**config.mk**
```make
export PLATFORM = sky130hd
export DESIGN_NAME = rcpu_irq_ctrl
export DESIGN_NICKNAME = d
export VERILOG_FILES = /design/src/rtl/rcpu_irq_ctrl_pkg.sv /design/src/rtl/rcpu_prio_enc.sv /design/src/rtl/rcpu_irq_ctrl.sv
export SDC_FILE = /design/constraint.sdc
export NUM_CORES = 1
export LEC_CHECK = 0
export ABC_AREA = 1
export CAP_MARGIN = 25
export CORE_MARGIN = 8
export CORE_UTILIZATION = 49
export DETAILED_ROUTE_END_ITERATION = 8
export GPL_ROUTABILITY_DRIVEN = 0
export HOLD_SLACK_MARGIN = 0.02
export PLACE_DENSITY_LB_ADDON = 0.1
export SYNTH_ARGS = -nofsm -noshare
export SYNTH_HDL_FRONTEND = slang
export SYNTH_SLANG_ARGS = --single-unit
```
**constraint.sdc**
```tcl
create_clock -name clk -period 1.8 [get_ports clk]
set_input_delay 0.36 -clock clk [delete_from_list [all_inputs] [get_ports clk]]
set_output_delay 0.36 -clock clk [all_outputs]
set_load 0.01 [all_outputs]
```
**src/rtl/rcpu_irq_ctrl_pkg.sv**
```systemverilog
// Shared constants for the rcpu interrupt controller.
// Register indices, FSM state encodings and a width helper.
package rcpu_irq_ctrl_pkg;

    localparam logic [2:0] IRQ_REG_CTRL   = 3'd0;
    localparam logic [2:0] IRQ_REG_MASK   = 3'd1;
    localparam logic [2:0] IRQ_REG_EDGE   = 3'd2;
    localparam logic [2:0] IRQ_REG_PEND   = 3'd3;
    localparam logic [2:0] IRQ_REG_VBLO   = 3'd4;
    localparam logic [2:0] IRQ_REG_VBHI   = 3'd5;
    localparam logic [2:0] IRQ_REG_ACTIVE = 3'd6;

    typedef enum logic [1:0] {
        IRQ_IDLE = 2'd0,
        IRQ_REQ  = 2'd1,
        IRQ_GAP  = 2'd2
    } irqState_t;

    function automatic int idxWidth(input int n);
        return (n > 1) ? $clog2(n) : 1;
    endfunction

endpackage

```
**src/rtl/rcpu_prio_enc.sv**
```systemverilog
// Lowest-index-wins priority encoder.
// valid is high when any request bit is set.
module rcpu_prio_enc #(
    parameter int W  = 8,
    parameter int IW = (W > 1) ? $clog2(W) : 1
) (
    input  logic [W-1:0]  req,
    output logic [IW-1:0] idx,
    output logic          valid
);

    // Scan from the top so the lowest set bit is the last one written
    always_comb begin
        idx   = '0;
        valid = |req;
        for (int i = W - 1; i >= 0; i--) begin
            if (req[i]) begin
                idx = IW'(i);
            end
        end
    end

endmodule

```
**src/rtl/rcpu_irq_ctrl.sv**
```systemverilog
// Multi-channel interrupt controller feeding the rcpu core.
// Masked edge/level channels, fixed priority, hold until acknowledged.
module rcpu_irq_ctrl
    import rcpu_irq_ctrl_pkg::*;
#(
    parameter int          M            = 16,
    parameter int          N            = 32,
    parameter int          CH           = 8,
    parameter int          VSTRIDE_LOG2 = 2,
    parameter logic [N-1:0] VBASE_RST   = 32'h0000_0100
) (
    input  logic          clk,
    input  logic          rst,
    input  logic [CH-1:0] irqIn,
    input  logic [2:0]    cfgAddr,
    input  logic          cfgWE,
    input  logic [M-1:0]  cfgWData,
    output logic [M-1:0]  cfgRData,
    output logic          irq,
    input  logic          turnOffIRQ,
    output logic [N-1:0]  intAddr,
    output logic [M-1:0]  intData
);

    localparam int GW = idxWidth(CH);

    logic          ctrlEn;
    logic [CH-1:0] maskReg;
    logic [CH-1:0] edgeReg;
    logic [CH-1:0] pendEdge;
    logic [CH-1:0] irqPrev;
    logic [N-1:0]  vbase;
    logic [N-1:0]  addrHold;
    logic [M-1:0]  dataHold;
    logic [GW-1:0] gnt;
    logic [GW-1:0] gntNext;
    irqState_t     state;
    irqState_t     stateNext;

    logic [CH-1:0] pending;
    logic [CH-1:0] eligible;
    logic [CH-1:0] rise;
    logic [CH-1:0] ackClr;
    logic [CH-1:0] w1cClr;
    logic [GW-1:0] winIdx;
    logic          winValid;
    logic          ack;

    assign rise     = irqIn & ~irqPrev;
    assign pending  = (edgeReg & pendEdge) | (~edgeReg & irqIn);
    assign eligible = pending & maskReg & {CH{ctrlEn}};
    assign ack      = (state == IRQ_REQ) && turnOffIRQ;
    assign ackClr   = ack ? ((CH'(1) << gnt) & edgeReg) : '0;
    assign w1cClr   = (cfgWE && cfgAddr == IRQ_REG_PEND)
                    ? (cfgWData[CH-1:0] & edgeReg) : '0;

    rcpu_prio_enc #(
        .W  (CH),
        .IW (GW)
    ) uPrio (
        .req   (eligible),
        .idx   (winIdx),
        .valid (winValid)
    );

    // Config registers, edge detector and latched edge pending bits
    always_ff @(posedge clk) begin
        if (rst) begin
            ctrlEn   <= 1'b0;
            maskReg  <= '0;
            edgeReg  <= '0;
            pendEdge <= '0;
            irqPrev  <= '0;
            vbase    <= VBASE_RST;
        end else begin
            irqPrev  <= irqIn;
            pendEdge <= (pendEdge & ~(ackClr | w1cClr)) | (rise & edgeReg);
            if (cfgWE) begin
                case (cfgAddr)
                    IRQ_REG_CTRL: ctrlEn         <= cfgWData[0];
                    IRQ_REG_MASK: maskReg        <= cfgWData[CH-1:0];
                    IRQ_REG_EDGE: edgeReg        <= cfgWData[CH-1:0];
                    IRQ_REG_VBLO: vbase[M-1:0]   <= cfgWData;
                    IRQ_REG_VBHI: vbase[N-1:M]   <= cfgWData[N-M-1:0];
                    default: ;
                endcase
            end
        end
    end

    // FSM state, frozen grant and last presented vector
    always_ff @(posedge clk) begin
        if (rst) begin
            state    <= IRQ_IDLE;
            gnt      <= '0;
            addrHold <= VBASE_RST;
            dataHold <= '0;
        end else begin
            state    <= stateNext;
            gnt      <= gntNext;
            addrHold <= intAddr;
            dataHold <= intData;
        end
    end

    // Next state: grant in IDLE, ack beats withdraw in REQ, one-cycle GAP
    always_comb begin
        stateNext = state;
        gntNext   = gnt;
        case (state)
            IRQ_IDLE: begin
                if (winValid) begin
                    gntNext   = winIdx;
                    stateNext = IRQ_REQ;
                end
            end
            IRQ_REQ: begin
                if (turnOffIRQ) begin
                    stateNext = IRQ_GAP;
                end else if (!eligible[gnt]) begin
                    stateNext = IRQ_IDLE;
                end
            end
            IRQ_GAP:  stateNext = IRQ_IDLE;
            default:  stateNext = IRQ_IDLE;
        endcase
    end

    assign irq     = (state == IRQ_REQ);
    assign intAddr = irq ? vbase + (N'(gnt) << VSTRIDE_LOG2) : addrHold;
    assign intData = irq ? M'(gnt) : dataHold;

    // Register read mux; unused upper bits read as zero
    always_comb begin
        cfgRData = '0;
        case (cfgAddr)
            IRQ_REG_CTRL:   cfgRData[0]        = ctrlEn;
            IRQ_REG_MASK:   cfgRData[CH-1:0]   = maskReg;
            IRQ_REG_EDGE:   cfgRData[CH-1:0]   = edgeReg;
            IRQ_REG_PEND:   cfgRData[CH-1:0]   = pending;
            IRQ_REG_VBLO:   cfgRData           = vbase[M-1:0];
            IRQ_REG_VBHI:   cfgRData[N-M-1:0]  = vbase[N-1:M];
            IRQ_REG_ACTIVE: cfgRData[GW:0]     = {irq, gnt};
            default:        cfgRData           = '0;
        endcase
    end

endmodule

```
* Word-level counts from Yosys, hierarchy flattened
Cells that the tools add are included.
** Storage, ports and cells
- Word-level logic and storage cells :: 72
- Flip-flop bits (word level) :: 118
- Input port bits :: 31
- Output and inout bits :: 65
** Operators by class
- Add/sub/neg operators :: 1
- Multiplexer cells :: 22
- Shift operators :: 1
- $lt $le $gt $ge :: 1
- Equal/unequal tests :: 9
- Bitwise gates (word level) :: 15
- Reduce and logical (&&, ||, !) cells :: 12
** Operators with widths (number)
- 8-bit bitwise AND :: 9
- 32-bit by 5-bit adder with 32-bit output :: 1
- 32-bit two-way mux :: 1
- 3-bit two-way mux :: 8
- 8-bit inverter :: 3
- 8-bit OR :: 3
- 4-bit one-hot mux with 5 select lines :: 1
- 3-bit one-hot mux with 6 select lines :: 1
- 16-bit two-way mux :: 1
- 8-bit two-way mux :: 2
- 8-bit one-hot mux with 2 select lines :: 1
- 2-bit AND reduction :: 7
- 3-bit equality test, second input constant :: 3
- 8-bit OR reduction :: 1
- 1-bit by 3-bit left shift with 8-bit output, first input constant :: 1
- 1-bit one-hot mux with 7 select lines :: 1
- 3-bit by 2-bit equality test with 1-bit output, second input constant :: 2
- 2-bit two-way mux :: 3
- 3-bit by 4-bit less-than comparator with 1-bit output, second input constant :: 1
- 2-bit one-hot mux with 2 select lines :: 1
- 1-bit binary-select mux with 3-bit select :: 1
- 3-bit by 1-bit equality test with 1-bit output, second input constant :: 1
- 3-bit logical NOT :: 1
- 3-bit inequality test, second input constant :: 1
- other kinds (5) :: 6

* Longest topological paths before layout
- Word-level depth :: 13
- Mapped depth :: 13
- Mapped depth without buffers :: 13

* Modules after synthesis
A second synthesis with hierarchy kept.
** Unflattened totals
- Cells, all modules :: 930
- Area, all modules :: 6114.6 um^2
** By module, submodules not included
- rcpu_irq_ctrl :: instances 1, seq. area each 2362.3 um^2, area an instance 6015.8 um^2, cells each 908
- rcpu_prio_enc :: instances 1, seq. area each 0.0 um^2, area an instance 98.8 um^2, cells each 22

* Worst setup path before layout
No wires, ideal clock.
- Path type :: reg-to-output
- Start point :: reg vbase[2]
- End point :: out intAddr[22]
- Data arrival time :: 1.660 ns
- Required time :: 1.440 ns
- Buffers on the path :: 0
- Stages on the path, launching flop included :: 14
- Path slack :: -0.220 ns
- Path through :: dfxtp_1 > ha_1 > fa_1 > nand2_1 > nand2_1 > nand2_2 > nor2_4 > nand2_4 > nor2_4 > nand2_1 > nand2_1 > nand3_1 > nand2_1 > inv_1
** Between the ends
- Cells in the longest elaborated chain, start to end :: 2
** RTL lines
- start, declared :: RTL line rcpu_irq_ctrl.sv:32 : logic [N-1:0] vbase;
- start signal, assigned by index :: RTL line rcpu_irq_ctrl.sv:83 : IRQ_REG_VBLO: vbase[M-1:0] <= cfgWData;
- start signal, assigned by index :: RTL line rcpu_irq_ctrl.sv:84 : IRQ_REG_VBHI: vbase[N-1:M] <= cfgWData[N-M-1:0];
- 32-bit by 5-bit adder with 32-bit output :: RTL line rcpu_irq_ctrl.sv:130 : assign intAddr = irq ? vbase + (N'(gnt) << VSTRIDE_LOG2) : addrHold;
- 32-bit two-way mux :: RTL line rcpu_irq_ctrl.sv:130
- end, declared :: RTL line rcpu_irq_ctrl.sv:21 : output logic [N-1:0] intAddr,
No other way between the ends.

* Worst setup path in the final report
- Start point :: reg gnt[0]
- End point :: out intAddr[16]
** Between the ends
- Cells in the longest elaborated chain, start to end :: 2
** RTL lines
- start, declared :: RTL line rcpu_irq_ctrl.sv:35 : logic [GW-1:0] gnt;
- start signal, assigned :: RTL line rcpu_irq_ctrl.sv:100 : gnt <= gntNext;
- 32-bit by 5-bit adder with 32-bit output :: RTL line rcpu_irq_ctrl.sv:130
- 32-bit two-way mux :: RTL line rcpu_irq_ctrl.sv:130
No other way between the ends.

==> results.yml <==
worst_setup_path:
  required_ps: 1440
  rrSetupSlack_ps: -830
  r2r-end: "addrHold[16]"
  worstSetupStartpointType: "register"
  path_class: "reg2out"
  crit_path_end_kind: "primary output"
  critPathArrivalTime_ps: 2370
  cp_max_fo: 5
  rr_startpoint: "gnt[0]"
  reg2reg_depth: 17
sta:
  rsz0062_at_grt: "true"
  min_period_over_period_pct: 152
  fmax_ghz: 0.366
  tightest_slew_ps: 753
  tns_ps: -38760
  finClkSkew_ps: 12.9
  setup_violations: 87
  maxSlewViolCount: 0
  fin_ws_ps: -934
  hold_viol: 0
  max-slew-margin-rel_pct: 49.6
  finalCriticalPeriod_ps: 2730
flow_run:
  maxCapViolCount: 0
clock_tree:
  cts_buffer_depth: 2
  path_clk_slew_ps: 60
  clock_latency_ps: 440
  htreeDepth: 4
  clkSinkCount: 118
  cts_made_buffers: 17
  cts-hold-fix-buffers: 0
  root_buffer: "clkbuf_16"
  cts_tree: "done"
synth:
  ys_seq_area_share_pct: 39.8
  ys_types: 34
  synth_area_um2: 5940
  synth_top_cell_area_share_pct: 39.8
  ys.flop_type: "dfxtp_1"
  yosysMostFrequentCell: "nand2_1"
  syn_nets: 922
  syn-instance-count: 887
  synth-edff-count: 0
  netlist_top_cells_count: "nand2_1, dfxtp_1, inv_1"
  synth-seq-cells: 118
  yosysTopAreaCell: "dfxtp_1"
  async_flop_share_pct: 0
  synth_area_per_cell_um2: 6.69
  synth_area_leaders: "dfxtp_1, nand2_1, inv_1"
  yosysWarnings: 0
pwr:
  leakagePower_nw: 4.90
  ir_drop_mv: 0.701
  p_total_w: 0.00711
  power.density_nw_per_um2: 677
final_layout:
  fillers: 564
  fin_area_um2: 10500
  drive_gt1_share_pct: 46.5
  syn_to_final_growth_pct: 76.9
  diodes: 0
  nNetsFinal: 1265
global_routing:
  grt_max_degree: 66
  track_usage_pct: 31.3
  grt_pass1_vias: 7901
  antenna_found_initial: 0
  grt_pass1_wl_mm: 39.7
  grt-ovfl-total: 0
min_path:
  hold_class: "in2reg"
  min_to: "irqPrev[1]"
  holdPathStages: 4
  hp-start: "irqIn[1]"
drt:
  drt_iter0_drc: 1313
  vias: 8590
  ant_nets: 0
  wirelength_mm: 31.1
  firstDrtPassIters: 9
  via_per_inst: 6.18
  wl_per_cell_um: 22.4
  drc: 0
placement:
  pre_cts_slack_ps: -877
  placed_area_um2: 8200
  dp_hpwl_mm: 14.7
  port_buffers: 95
floorplanning:
  io_pins: 96
  die_w_um: 126
  fp-row-count: 40
  die_h_um: 126
  start_util_pct: 49.8
  die-area_um2: 15900
  core_area_um2: 11900
run_status:
  status: "finished with violations"
  violations: "negative setup slack"
-- per-stage QoR --
| stage | std cells | hold WS (ps) | util [%] |
|---|---|---|---|
| global route | 1390 | 296 | 88.2 |
| floorplan | 887 | 425 | - |
| detailed placement | 1250 | 436 | 68.8 |
| global placement | 1250 | 431 | 68.8 |
| CTS | 1377 | 280 | 83.2 |
| finish | 1390 | 282 | 88.2 |
-- cells by family (layout without fill, tap and decap cells) --
| logic type | Yosys count | after routing | synth area share, % |
|---|---|---|---|
| xor+xnor | 8 | 8 | 1.18 |
| buf+inv | 151 | 507 | 9.80 |
| simple gates | 424 | 424 | 31.8 |
| fa+ha+maj | 4 | 4 | 0.970 |
| compound gates | 182 | 182 | 16.5 |
| flops | 118 | 118 | 39.8 |
-- critical path: stages, from the launching register on --
cell,delay [ps]
dfxtp_2,340
ha_4,170
fa_2,420
nand2_2,110
nand2_4,80
nand2_4,90
nor2_4,40
nand2_4,120
xor2_1,220
o21ai_2,110
inv_1,90
buf_2,150
-- area by class of cell --
type | count | area (um^2) | area share [%]
tap | 147 | 184 | 1.75
sequential | 118 | 2410 | 23.0
timing repair buffer | 355 | 3020 | 28.7
clock inverter | 7 | 119 | 1.13
multi-input combinational | 618 | 3790 | 36.1
inverter | 120 | 492 | 4.68
clock buffer | 25 | 485 | 4.62
-- routing by layer --
layer	vias up	GRT usage (%)	wire length (um)
met5	-	0	0
met3	336	8.52	3740
met2	809	53.1	14000
met1	3878	33.1	10300
met4	0	22.6	3100
li1	3567	-	-
-- timing repair --
| action | CTS | global route |
|---|---|---|
| gates cloned | 0 | 2 |
| gates resized for setup | 449 | 184 |
| buffers inserted | 108 | 47 |
| hold endpoints to repair | 0 | 0 |
| pin swaps | 65 | 61 |
| setup endpoints to repair | 72 | 93 |
-- placed cells by master (no fill, tap or decap), types with 14 or more instances in the layout --
cell	count
nor2_1	93
dfxtp_1	92
nand2_1	140
inv_2	26
clkdlybuf4s50_1	23
dfxtp_2	20
buf_4	198
nand4_1	14
nor2_4	24
o21ai_2	14
buf_2	41
o21ai_0	53
inv_1	85
nand2_2	28
nand3_1	39
nand2_4	16
a21oi_1	57
clkbuf_16	18
buf_6	69
nor3_1	23
-- flip-flops by register name (all words and copies together), names as in the netlist --
register,cells
pendEdge,8
addrHold,32
vbase,32
state,2
edgeReg,8
maskReg,8
ctrlEn,1
irqPrev,8
gnt,3
dataHold,16
-- worst max-delay path by stage --
stage,cells past startpoint,endpoint,from,slack [ps]
floorplan,13,intAddr[22],gnt[0],-110
global placement,7,cfgRData[7],cfgAddr[2],-870
detailed placement,7,cfgRData[7],cfgAddr[2],-880
CTS,14,intAddr[22],vbase[2],-770
global route,11,intAddr[16],vbase[2],-980
finish,11,intAddr[16],gnt[0],-930
-- power by group --
part           switching (W)  internal (W)
combinational       0.000454      0.000359
sequential         0.0000580       0.00267
clock                0.00128       0.00229
Note: power is estimated with default switching activity, not from simulation.
